[src/rtl/sdp_be_march_bist_pkg.sv]
// Shared types and pattern helpers for the SDP byte-enable March C- BIST.
// Phase codes double as the fail_phase encoding reported to software.
package sdp_be_bist_pkg;

  typedef enum logic [2:0] {
    PH_W0_UP   = 3'd0,
    PH_R0W1_UP = 3'd1,
    PH_R1W0_UP = 3'd2,
    PH_R0W1_DN = 3'd3,
    PH_R1W0_DN = 3'd4,
    PH_R0_UP   = 3'd5,
    PH_BE_UP   = 3'd6
  } phase_e;

  typedef enum logic [1:0] {
    ST_IDLE = 2'd0,
    ST_RUN  = 2'd1,
    ST_DONE = 2'd2
  } state_e;

  localparam int MAX_LANES = 32;
  localparam int MAX_DBITS = 256;

  function automatic logic [MAX_LANES-1:0] even_lane_mask();
    logic [MAX_LANES-1:0] m;
    m = '0;
    for (int i = 0; i < MAX_LANES; i += 2) m[i] = 1'b1;
    return m;
  endfunction

  function automatic logic [MAX_DBITS-1:0] pat_word(input logic one);
    return one ? {MAX_DBITS{1'b1}} : {MAX_DBITS{1'b0}};
  endfunction

  // Expands a lane mask into a data word with every bit of a selected lane set.
  function automatic logic [MAX_DBITS-1:0] lanes_to_word(input logic [MAX_LANES-1:0] lanes,
                                                         input int bw);
    logic [MAX_DBITS-1:0] w;
    w = '0;
    for (int i = 0; i < MAX_DBITS; i++) begin
      if (((i / bw) < MAX_LANES) && lanes[i / bw]) w[i] = 1'b1;
    end
    return w;
  endfunction

endpackage

[src/rtl/sdp_be_march_bist_if.sv]
// RAM-side bus between the BIST initiator (master) and one SDP_be RAM (slave).
interface sdp_be_march_bist_if #(
  parameter int ABITS     = 4,
  parameter int NBYTES    = 2,
  parameter int BYTEWIDTH = 8
);
  localparam int DBITS = NBYTES * BYTEWIDTH;

  // No handshake: ram_we qualifies a write in the cycle it is high; reads are
  // unconditional and ram_rd reflects ram_ra from the previous cycle.
  logic              ram_we;
  logic [NBYTES-1:0] ram_be;
  logic [ABITS-1:0]  ram_wa;
  logic [DBITS-1:0]  ram_wd;
  logic [ABITS-1:0]  ram_ra;
  logic [DBITS-1:0]  ram_rd;

  modport master (output ram_we, ram_be, ram_wa, ram_wd, ram_ra, input ram_rd);
  modport slave  (input ram_we, ram_be, ram_wa, ram_wd, ram_ra, output ram_rd);

endinterface

[src/rtl/sdp_be_lane_cmp.sv]
// Combinational per-lane compare of read data against the expected word.
module sdp_be_lane_cmp #(
  parameter int NBYTES    = 2,
  parameter int BYTEWIDTH = 8
) (
  input  logic [NBYTES*BYTEWIDTH-1:0] rd,
  input  logic [NBYTES*BYTEWIDTH-1:0] exp_word,
  output logic [NBYTES-1:0]           mism
);

  always_comb begin
    mism = '0;
    for (int i = 0; i < NBYTES; i++) begin
      mism[i] = (rd[i*BYTEWIDTH +: BYTEWIDTH] != exp_word[i*BYTEWIDTH +: BYTEWIDTH]);
    end
  end

endmodule

[src/rtl/sdp_be_march_bist.sv]
// March C- plus byte-enable masking BIST for one SDP_be RAM.
// Reads are tagged into a one-deep pending-compare stage checked when ram_rd returns.
module sdp_be_march_bist
  import sdp_be_bist_pkg::*;
#(
  parameter int ABITS     = 4,
  parameter int NBYTES    = 2,
  parameter int BYTEWIDTH = 8,
  parameter int CNTBITS   = 16
) (
  input  logic                clk,
  input  logic                rst,
  input  logic                start,
  output logic                busy,
  output logic                done,
  output logic                pass,
  output logic [ABITS-1:0]    fail_addr,
  output logic [NBYTES-1:0]   fail_lanes,
  output phase_e              fail_phase,
  output logic [CNTBITS-1:0]  err_count,
  output state_e              dbg_state,
  output phase_e              dbg_phase,
  sdp_be_march_bist_if.master ram
);

  localparam int DBITS = NBYTES * BYTEWIDTH;
  localparam logic [ABITS-1:0]     ADDR_LAST = '1;
  localparam logic [CNTBITS-1:0]   ERR_MAX   = '1;
  localparam logic [NBYTES-1:0]    BE_ALL    = '1;
  localparam logic [MAX_DBITS-1:0] ONES_FULL = pat_word(1'b1);
  localparam logic [MAX_DBITS-1:0] ZERO_FULL = pat_word(1'b0);
  localparam logic [MAX_LANES-1:0] EVEN_FULL = even_lane_mask();
  localparam logic [MAX_DBITS-1:0] ODD_FULL  = lanes_to_word(~EVEN_FULL, BYTEWIDTH);
  localparam logic [DBITS-1:0]     WORD_1    = ONES_FULL[DBITS-1:0];
  localparam logic [DBITS-1:0]     WORD_0    = ZERO_FULL[DBITS-1:0];
  localparam logic [DBITS-1:0]     WORD_BE   = ODD_FULL[DBITS-1:0];
  localparam logic [NBYTES-1:0]    BE_EVEN   = EVEN_FULL[NBYTES-1:0];

  state_e              state_q, state_d;
  phase_e              phase_q, phase_d, pphase_q, pphase_d, fphase_q, fphase_d;
  logic [ABITS-1:0]    addr_q, addr_d, paddr_q, paddr_d, faddr_q, faddr_d;
  logic [ABITS-1:0]    wa_q, ra_q, wa_c, ra_c;
  logic [1:0]          step_q, step_d;
  logic                pend_q, pend_d, pass_q, pass_d;
  logic [DBITS-1:0]    pexp_q, pexp_d, wd_c;
  logic [NBYTES-1:0]   flanes_q, flanes_d, be_c, mism;
  logic [CNTBITS-1:0]  err_q, err_d;
  logic                we_c, rw_exp1, rw_down, rw_last;

  sdp_be_lane_cmp #(.NBYTES(NBYTES), .BYTEWIDTH(BYTEWIDTH)) u_lane_cmp (
    .rd       (ram.ram_rd),
    .exp_word (pexp_q),
    .mism     (mism)
  );

  always_comb begin
    state_d  = state_q;
    phase_d  = phase_q;
    addr_d   = addr_q;
    step_d   = step_q;
    pend_d   = 1'b0;
    pexp_d   = pexp_q;
    paddr_d  = paddr_q;
    pphase_d = pphase_q;
    err_d    = err_q;
    faddr_d  = faddr_q;
    flanes_d = flanes_q;
    fphase_d = fphase_q;
    pass_d   = pass_q;
    we_c     = 1'b0;
    be_c     = '0;
    wd_c     = '0;
    wa_c     = wa_q;
    ra_c     = ra_q;
    rw_exp1  = (phase_q == PH_R1W0_UP) || (phase_q == PH_R1W0_DN);
    rw_down  = (phase_q == PH_R0W1_DN) || (phase_q == PH_R1W0_DN);
    rw_last  = rw_down ? (addr_q == '0) : (addr_q == ADDR_LAST);

    // Compare stage: only the first mismatch is located, later ones just count.
    if (pend_q && (mism != '0)) begin
      if (err_q == '0) begin
        faddr_d  = paddr_q;
        flanes_d = mism;
        fphase_d = pphase_q;
      end
      if (err_q != ERR_MAX) err_d = err_q + CNTBITS'(1);
    end

    case (state_q)
      ST_IDLE, ST_DONE: begin
        if (start) begin
          state_d  = ST_RUN;
          phase_d  = PH_W0_UP;
          addr_d   = '0;
          step_d   = 2'd0;
          err_d    = '0;
          faddr_d  = '0;
          flanes_d = '0;
          fphase_d = PH_W0_UP;
          pass_d   = 1'b0;
        end
      end
      ST_RUN: begin
        case (phase_q)
          PH_W0_UP: begin
            we_c = 1'b1;
            be_c = BE_ALL;
            wa_c = addr_q;
            wd_c = WORD_0;
            if (addr_q == ADDR_LAST) begin
              phase_d = PH_R0W1_UP;
              addr_d  = '0;
            end else begin
              addr_d = addr_q + ABITS'(1);
            end
          end
          PH_R0W1_UP, PH_R1W0_UP, PH_R0W1_DN, PH_R1W0_DN: begin
            if (step_q == 2'd0) begin
              ra_c     = addr_q;
              pend_d   = 1'b1;
              pexp_d   = rw_exp1 ? WORD_1 : WORD_0;
              paddr_d  = addr_q;
              pphase_d = phase_q;
              step_d   = 2'd1;
            end else begin
              we_c   = 1'b1;
              be_c   = BE_ALL;
              wa_c   = addr_q;
              wd_c   = rw_exp1 ? WORD_0 : WORD_1;
              step_d = 2'd0;
              if (rw_last) begin
                case (phase_q)
                  PH_R0W1_UP: begin phase_d = PH_R1W0_UP; addr_d = '0;        end
                  PH_R1W0_UP: begin phase_d = PH_R0W1_DN; addr_d = ADDR_LAST; end
                  PH_R0W1_DN: begin phase_d = PH_R1W0_DN; addr_d = ADDR_LAST; end
                  default:    begin phase_d = PH_R0_UP;   addr_d = '0;        end
                endcase
              end else begin
                addr_d = rw_down ? (addr_q - ABITS'(1)) : (addr_q + ABITS'(1));
              end
            end
          end
          PH_R0_UP: begin
            // step 1 is the drain cycle for the last pipelined compare
            if (step_q == 2'd0) begin
              ra_c     = addr_q;
              pend_d   = 1'b1;
              pexp_d   = WORD_0;
              paddr_d  = addr_q;
              pphase_d = phase_q;
              if (addr_q == ADDR_LAST) step_d = 2'd1;
              else                     addr_d = addr_q + ABITS'(1);
            end else begin
              phase_d = PH_BE_UP;
              addr_d  = '0;
              step_d  = 2'd0;
            end
          end
          PH_BE_UP: begin
            case (step_q)
              2'd0: begin
                we_c   = 1'b1;
                be_c   = BE_ALL;
                wa_c   = addr_q;
                wd_c   = WORD_1;
                step_d = 2'd1;
              end
              2'd1: begin
                we_c   = 1'b1;
                be_c   = BE_EVEN;
                wa_c   = addr_q;
                wd_c   = WORD_0;
                step_d = 2'd2;
              end
              2'd2: begin
                ra_c     = addr_q;
                pend_d   = 1'b1;
                pexp_d   = WORD_BE;
                paddr_d  = addr_q;
                pphase_d = phase_q;
                step_d   = 2'd3;
              end
              default: begin
                step_d = 2'd0;
                if (addr_q == ADDR_LAST) begin
                  state_d = ST_DONE;
                  pass_d  = (err_d == '0);
                end else begin
                  addr_d = addr_q + ABITS'(1);
                end
              end
            endcase
          end
          default: state_d = ST_IDLE;
        endcase
      end
      default: state_d = ST_IDLE;
    endcase
  end

  always_ff @(posedge clk or posedge rst) begin
    if (rst) begin
      state_q  <= ST_IDLE;
      phase_q  <= PH_W0_UP;
      addr_q   <= '0;
      step_q   <= 2'd0;
      pend_q   <= 1'b0;
      pexp_q   <= '0;
      paddr_q  <= '0;
      pphase_q <= PH_W0_UP;
      err_q    <= '0;
      faddr_q  <= '0;
      flanes_q <= '0;
      fphase_q <= PH_W0_UP;
      pass_q   <= 1'b0;
      wa_q     <= '0;
      ra_q     <= '0;
    end else begin
      state_q  <= state_d;
      phase_q  <= phase_d;
      addr_q   <= addr_d;
      step_q   <= step_d;
      pend_q   <= pend_d;
      pexp_q   <= pexp_d;
      paddr_q  <= paddr_d;
      pphase_q <= pphase_d;
      err_q    <= err_d;
      faddr_q  <= faddr_d;
      flanes_q <= flanes_d;
      fphase_q <= fphase_d;
      pass_q   <= pass_d;
      wa_q     <= wa_c;
      ra_q     <= ra_c;
    end
  end

  assign busy       = (state_q == ST_RUN);
  assign done       = (state_q == ST_DONE);
  assign pass       = pass_q;
  assign fail_addr  = faddr_q;
  assign fail_lanes = flanes_q;
  assign fail_phase = fphase_q;
  assign err_count  = err_q;
  assign dbg_state  = state_q;
  assign dbg_phase  = phase_q;

  assign ram.ram_we = we_c;
  assign ram.ram_be = be_c;
  assign ram.ram_wa = wa_c;
  assign ram.ram_wd = wd_c;
  assign ram.ram_ra = ra_c;

endmodule
[src/flat_wrapper.sv]
// flat-port wrapper written by rule: the top's interface ports become plain ports
module sdp_be_march_bist_flat import sdp_be_bist_pkg::*;
#(
  parameter int ABITS     = 4,
  parameter int NBYTES    = 2,
  parameter int BYTEWIDTH = 8,
  parameter int CNTBITS   = 16
)
  (clk, rst, start, busy, done, pass, fail_addr, fail_lanes, fail_phase, err_count, dbg_state, dbg_phase, ram_ram_we, ram_ram_be, ram_ram_wa, ram_ram_wd, ram_ram_ra, ram_ram_rd);
  sdp_be_march_bist_if #(.ABITS(ABITS), .NBYTES(NBYTES), .BYTEWIDTH(BYTEWIDTH)) ram_i ();
  input  logic clk;
  input  logic rst;
  input  logic start;
  output logic busy;
  output logic done;
  output logic pass;
  output logic [ABITS-1:0] fail_addr;
  output logic [NBYTES-1:0] fail_lanes;
  output phase_e fail_phase;
  output logic [CNTBITS-1:0] err_count;
  output state_e dbg_state;
  output phase_e dbg_phase;
  output wire logic [$bits(ram_i.ram_we)-1:0] ram_ram_we;
  output wire logic [$bits(ram_i.ram_be)-1:0] ram_ram_be;
  output wire logic [$bits(ram_i.ram_wa)-1:0] ram_ram_wa;
  output wire logic [$bits(ram_i.ram_wd)-1:0] ram_ram_wd;
  output wire logic [$bits(ram_i.ram_ra)-1:0] ram_ram_ra;
  input wire logic [$bits(ram_i.ram_rd)-1:0] ram_ram_rd;
  assign ram_ram_we = ram_i.ram_we;
  assign ram_ram_be = ram_i.ram_be;
  assign ram_ram_wa = ram_i.ram_wa;
  assign ram_ram_wd = ram_i.ram_wd;
  assign ram_ram_ra = ram_i.ram_ra;
  assign ram_i.ram_rd = ram_ram_rd;
  sdp_be_march_bist #(.ABITS(ABITS), .NBYTES(NBYTES), .BYTEWIDTH(BYTEWIDTH), .CNTBITS(CNTBITS)) u_core (.clk(clk), .rst(rst), .start(start), .busy(busy), .done(done), .pass(pass), .fail_addr(fail_addr), .fail_lanes(fail_lanes), .fail_phase(fail_phase), .err_count(err_count), .dbg_state(dbg_state), .dbg_phase(dbg_phase), .ram(ram_i));
endmodule
[config.mk]
export PLATFORM = sky130hd
export DESIGN_NAME = sdp_be_march_bist_flat
export DESIGN_NICKNAME = d
export VERILOG_FILES = /design/src/rtl/sdp_be_march_bist_pkg.sv /design/src/rtl/sdp_be_march_bist_if.sv /design/src/rtl/sdp_be_lane_cmp.sv /design/src/rtl/sdp_be_march_bist.sv /design/src/flat_wrapper.sv
export SDC_FILE = /design/constraint.sdc
export NUM_CORES = 1
export LEC_CHECK = 0
export BUFFER_PORTS_ARGS = -buffer_cell sky130_fd_sc_hd__buf_2
export CORE_MARGIN = 2
export CORE_UTILIZATION = 50
export DETAILED_ROUTE_END_ITERATION = 12
export GPL_TIMING_DRIVEN = 0
export PLACE_DENSITY_LB_ADDON = 0.15
export SLEW_MARGIN = 30
export SYNTH_ARGS = -nofsm -noshare
export SYNTH_HDL_FRONTEND = slang
export SYNTH_HIERARCHICAL = 1
export SYNTH_SLANG_ARGS = --single-unit
export TNS_END_PERCENT = 20
[constraint.sdc]
create_clock -name clk -period 2.84 [get_ports clk]
set_clock_uncertainty 0.15 [all_clocks]
set_input_delay 0.284 -clock clk [delete_from_list [all_inputs] [get_ports clk]]
set_output_delay 0.284 -clock clk [all_outputs]
set_load 0.01 [all_outputs]
-- Word-level counts from Yosys, hierarchy flattened
Cells that the tools add are included.
- reduce and logical (&&, ||, !) cells: 27
- add/subtract/negate cells: 3
- mux-type cells: 89
- eq/ne operators: 33
- operators with widths (cell ; count):
    $mux W16 ; 12
    $mux W4 ; 21
    $pmux W16 S3 ; 1
    $mux W3 ; 11
    $logic_not A16 Y1 ; 2
    $pmux W16 S2 ; 1
    $mux W2 ; 12
    $pmux W4 S2 ; 3
    $pmux W2 S3 ; 3
    $pmux W3 S3 ; 2
    $add A16 B1 Y16 const B ; 1
    $ne A16 B16 Y1 const B ; 1
    $ne A8 B8 Y1 ; 2
    $pmux W2 S2 ; 4
    $pmux W4 S4 ; 1
    $reduce_and A5 Y1 ; 3
    $mux W1 ; 12
    $ne A2 B1 Y1 const B ; 6
    $pmux W3 S2 ; 2
    $pmux W4 S3 ; 1
    $reduce_and A4 Y1 ; 3
    $eq A3 B3 Y1 const B ; 3
    $ne A3 B2 Y1 const B ; 3
    $ne A3 B3 Y1 const B ; 3
    other kinds (26) ; 39
- register bits after elaboration: 69
- logic and storage cells: 167
- output and inout bits: 60

-- Longest topological paths before layout
- word-level depth: 9
- gate-level depth with buffers: 10
- gate-level depth less buffers: 9

-- By module
Netlist, hierarchy kept.
- by module, submodules not included (module ; seq. area each (µm²) ; area each (µm²) ; times used ; cells each):
    sdp_be_march_bist ; 1376.3 ; 3724.8 ; 1 ; 416
    sdp_be_lane_cmp ; 0.0 ; 172.7 ; 1 ; 22

-- Least setup slack after synthesis
Ideal clock, no wire load.
- path kind: flip-flop to output port
- from: register u_core.step_q[0]
- to: output ram_ram_wd[10]
- cell stages (with the launch flop): 8
- data required time: 2.406 ns
- arrival time: 2.399 ns
- path slack: 0.007 ns
- cells stage by stage: dfrtp_1 inv_1 ha_1 clkbuf_1 nand2_1 or3_1 a21oi_1 buf_4
- word-level cells in the longest chain between the ends: 4
- RTL lines (what ; line ; RTL):
    from (decl) ; sdp_be_march_bist.sv:43 ; logic [1:0] step_q, step_d;
    from (signal assigned) ; sdp_be_march_bist.sv:222 ; step_q <= step_d;
    $logic_not A2 Y1 (*) ; sdp_be_march_bist.sv:118, sdp_be_march_bist.sv:160 ;
    $mux W16 (on tied branches) ; sdp_be_march_bist.sv:160, sdp_be_march_bist.sv:118 ;
    $pmux W16 S2 (*) ; sdp_be_march_bist.sv:104 ; case (phase_q)
    $mux W16 (*) ; sdp_be_march_bist.sv:89 ; case (state_q)
    to (decl) ; flat_wrapper.sv:26 ; output wire logic [$bits(ram_i.ram_wd)-1:0] ram_ram_wd;
Mark *: on every way between the ends. The rest lies on a longest branch, timed or not.

-- Worst setup path in the final report
- from: register u_core.pexp_q[14]
- to: register u_core.pass_q, in the netlist u_core/pass
- word-level cells in the longest chain between the ends: 9
- RTL lines (what ; line ; RTL):
    from (decl) ; sdp_be_march_bist.sv:45 ; logic [DBITS-1:0] pexp_q, pexp_d, wd_c;
    from (signal assigned) ; sdp_be_march_bist.sv:224 ; pexp_q <= pexp_d;
    $ne A8 B8 Y1 ; sdp_be_lane_cmp.sv:14 ; mism[i] = (rd[i*BYTEWIDTH +: BYTEWIDTH] != exp_word[i*BYTEWIDTH +: BYTEWIDTH]);
    net u_core.mism[1] ; sdp_be_march_bist.sv:46 ; logic [NBYTES-1:0] flanes_q, flanes_d, be_c, mism;
    $reduce_bool A2 Y1 ; sdp_be_march_bist.sv:80 ; if (pend_q && (mism != '0)) begin
    $logic_and A1 B1 Y1 ; sdp_be_march_bist.sv:80 ;
    $mux W16 ; sdp_be_march_bist.sv:80 ;
    $logic_not A16 Y1 ; sdp_be_march_bist.sv:187 ; pass_d = (err_d == '0);
    $mux W1 ; sdp_be_march_bist.sv:185 ; if (addr_q == ADDR_LAST) begin
    $mux W1 ; sdp_be_march_bist.sv:160 ; case (step_q)
    $mux W1 ; sdp_be_march_bist.sv:104 ;
    $pmux W1 S2 ; sdp_be_march_bist.sv:89 ;
    to (signal assigned) ; sdp_be_march_bist.sv:231 ; pass_q <= pass_d;
    to (decl) ; sdp_be_march_bist.sv:44 ; logic pend_q, pend_d, pass_q, pass_d;
The timed path passes the listed nets, and every way through them passes these cells. The select of a mux whose other input is x is not followed.
A chain may end at the register's enable or synchronous reset.

==> impl_metrics.toml <==
[sta]
hold_violations = 0
tns_ns = 0
worst_hold_slack_ns = 0.0445
tightest_slew_ns = 0.572
finalMaxSlewViolations = 0
fin_crit_sh = 0.982
rsz0062_at_grt = "true"
setup_viol = 0
slew_headroom = 0.619
min_period_ns = 2.79
clock.fmax_mhz = 358

[cts]
clk_latency_ns = 0.31
cts_inserted_buffers = 5
cts_tree = "yes"
cts.sinks = 55
cts_max_level = 2
cts_root_buf = "clkbuf_8"
clk_pin_slew_ns = 0.10
cts.path.max_buffers = 2

[yosys]
asyncSetResetFlopFracSynth = 1.00
synth_top_flop_cell = "dfrtp_1"
syn_inst = 438
avgSynthCellArea_um2 = 8.90
synth.most_common_cell = "dfrtp_1"
syn_nets = 466
synth_edf_count = 0
yosysUniqueCellTypes = 72
yosys.area.top_type = "dfrtp_1"
synth_commonest_cells = "dfrtp_1 (55), nor2_1 (37), nand2_1 (33)"
synth.top_cell.area_share = 0.353
yosys-top-cells-area = "dfrtp_1 (35%), xor2_1 (4.7%), nor2_1 (3.6%)"
seq_area_frac_synth = 0.353
ys_ff_latch = 55
syn_area_um2 = 3900
yosys_warnings = 6

[critical_path]
critPathKind = "reg2reg"
critical_path_arrival_ns = 2.88
crit_fanout = 7
end_kind = "flop"
required_ns = 2.93
worstSetupStartpointType = "flop"

[finish]
area_delta_synth_final_pct = 22.0
antenna_cells = 0
fin_nets = 559
drive_gt1_frac = 0.301
fin_cells = 634

[routing]
drt_wl_total_um = 10300
vias = 3686
firstDrtPassIters = 5
wire_per_inst_um = 16.2
via_per_inst = 5.81
drc = 0
drt-initial-drc-count = 184
ant_nets = 0

[grt]
grt_pass1_wl_um = 16800
grt_overflow_total = 0
grt.total_usage = 0.243
antenna_found_initial = 0
grt_pass1_vias = 3365
grt_max_degree = 47

[floorplan]
initial_core_util = 0.510
die_area_um2 = 8520
dieHeight_um = 92.3
row_count = 32
die_x_um = 92.3
pin_count = 79
coreArea_um2 = 7650

[status]
outcome = "completed"

[power_and_ir_drop]
p_per_area_nw_per_um2 = 926
ir_drop_uv = 614
leakagePower_nw = 2.26

[placed_design]
port_buffers = 78
gp_congestion = 0.961
dpl.hpwl_um = 7380
post-place-cells = 619

[worst_hold_path]
hold_path_class = "in2reg"

[flow_run]
max_cap_violations = 0
## power by group
group          internal (mW)  switching [mW]
clock network          0.290           0.261
logic                   1.16            1.43
registers               1.05           0.211
total                   2.50            1.91
## worst paths after layout
kind                                                startpoint                         endpoint  slack [ns]  depth (start not counted)
worst min-delay path                                     start  u_core/dbg_state[1]$_DFFE_PP0P_        0.04                          2
worst max-delay path             u_core/pexp_q[14]$_DFFE_PP0P_          u_core/pass$_DFFE_PP0P_        0.05                         10
worst min register to register  u_core/pphase_q[0]$_DFFE_PP0P_   u_core/pphase_q[0]$_DFFE_PP0P_        0.34                          2
worst max register to register   u_core/pexp_q[14]$_DFFE_PP0P_          u_core/pass$_DFFE_PP0P_        0.05                         10
min in group asynchronous                                  rst    u_core/err_count[8]$_DFF_PP0_        0.26                          3
max in group asynchronous                                  rst     u_core/pexp_q[7]$_DFFE_PP0P_        1.79                          4
## final cells by class
cell class                 instances  area, µm²
inverter                          16       62.6
clock buffer                       6       82.6
buffer                            44        329
sequential                        55       1380
multi-input combinational        323       2230
clock inverter                     2       38.8
tap                              102        128
timing repair buffer              86        503
fill                             667       2890
## through the flow
step / instance area [µm²] / power [mW] / setup WS (ns) / utilization
6_report: 4750 / 4.40 / 0.0505 / 0.622
5_1_grt: 4750 / 4.76 / -0.0609 / 0.622
4_1_cts: 4640 / 4.29 / 0.0165 / 0.607
3_5_place_dp: 4450 / 3.68 / -0.488 / 0.581
3_3_place_gp: 4420 / 3.63 / -0.372 / 0.577
2_1_floorplan: 3900 / 2.96 / 0.00733 / -
## routing by layer
metal  global-route usage  up-vias  part of all wire
met3               0.0309       24             0.054
li1                     -     1744                 -
met4               0.0697        0             0.025
met1                0.317     1763              0.41
met5                    0        -                 0
met2                0.426      155              0.51
## logic make-up (layout without fill, tap and decap cells)
group | Yosys count | after routing | synth area share
compound gates | 108 | 108 | 0.188
simple gates | 159 | 159 | 0.222
buf+inv | 60 | 154 | 0.0950
xor+xnor | 32 | 32 | 0.0719
fa+ha+maj | 9 | 9 | 0.0289
mux | 15 | 15 | 0.0401
flops | 55 | 55 | 0.353
## registers in the layout, indices dropped and copies added, names as in the netlist, 2 cells and up
register,cells
u_core/addr_q,4
u_core/dbg_phase,3
u_core/dbg_state,2
u_core/err_count,16
u_core/fail_addr,4
u_core/fail_lanes,2
u_core/fail_phase,3
u_core/paddr_q,4
u_core/pexp_q,2
u_core/pphase_q,3
u_core/ra_q,4
u_core/step_q,2
u_core/wa_q,4
## layout by cell type (no fill, tap or decap), types with 4 or more instances in the layout
cell type | Yosys | final
xnor2_1 | 11 | 11
o21ai_0 | 27 | 26
nand2b_1 | 6 | 6
clkbuf_1 | 15 | 9
o211ai_1 | 5 | 5
a22oi_1 | 4 | 4
nand2_1 | 33 | 33
mux2i_1 | 10 | 10
xor2_1 | 21 | 21
inv_1 | 15 | 14
nand3_1 | 14 | 14
buf_2 | 4 | 83
dfrtp_1 | 55 | 53
mux2_2 | 5 | 5
nor2_1 | 37 | 37
and2_1 | 5 | 5
nand4_1 | 9 | 9
a21oi_1 | 23 | 22
clkbuf_8 | 4 | 10
nor4_1 | 8 | 7
a21o_1 | 6 | 6
and3_1 | 6 | 6
buf_4 | 17 | 19
nor3_1 | 10 | 10
ha_1 | 9 | 8
## worst max-delay path, stage by stage (launching register included)
cell,delay (ns)
dfrtp_2,0.48
buf_6,0.16
xor2_1,0.15
nor4_1,0.22
nand2_1,0.17
o21ai_4,0.23
nor4_4,0.09
or3_4,0.35
a2111oi_4,0.40
o2111ai_2,0.17
o21ai_1,0.15
## repair_timing
action	CTS	global route
setup buffers	2	4
hold buffers	1	0
gates resized for setup	13	21
endpoints found under the setup margin	24	25
pin swaps	2	8
endpoints found under the hold margin	55	0
Note: power is estimated with default switching activity, not from simulation.
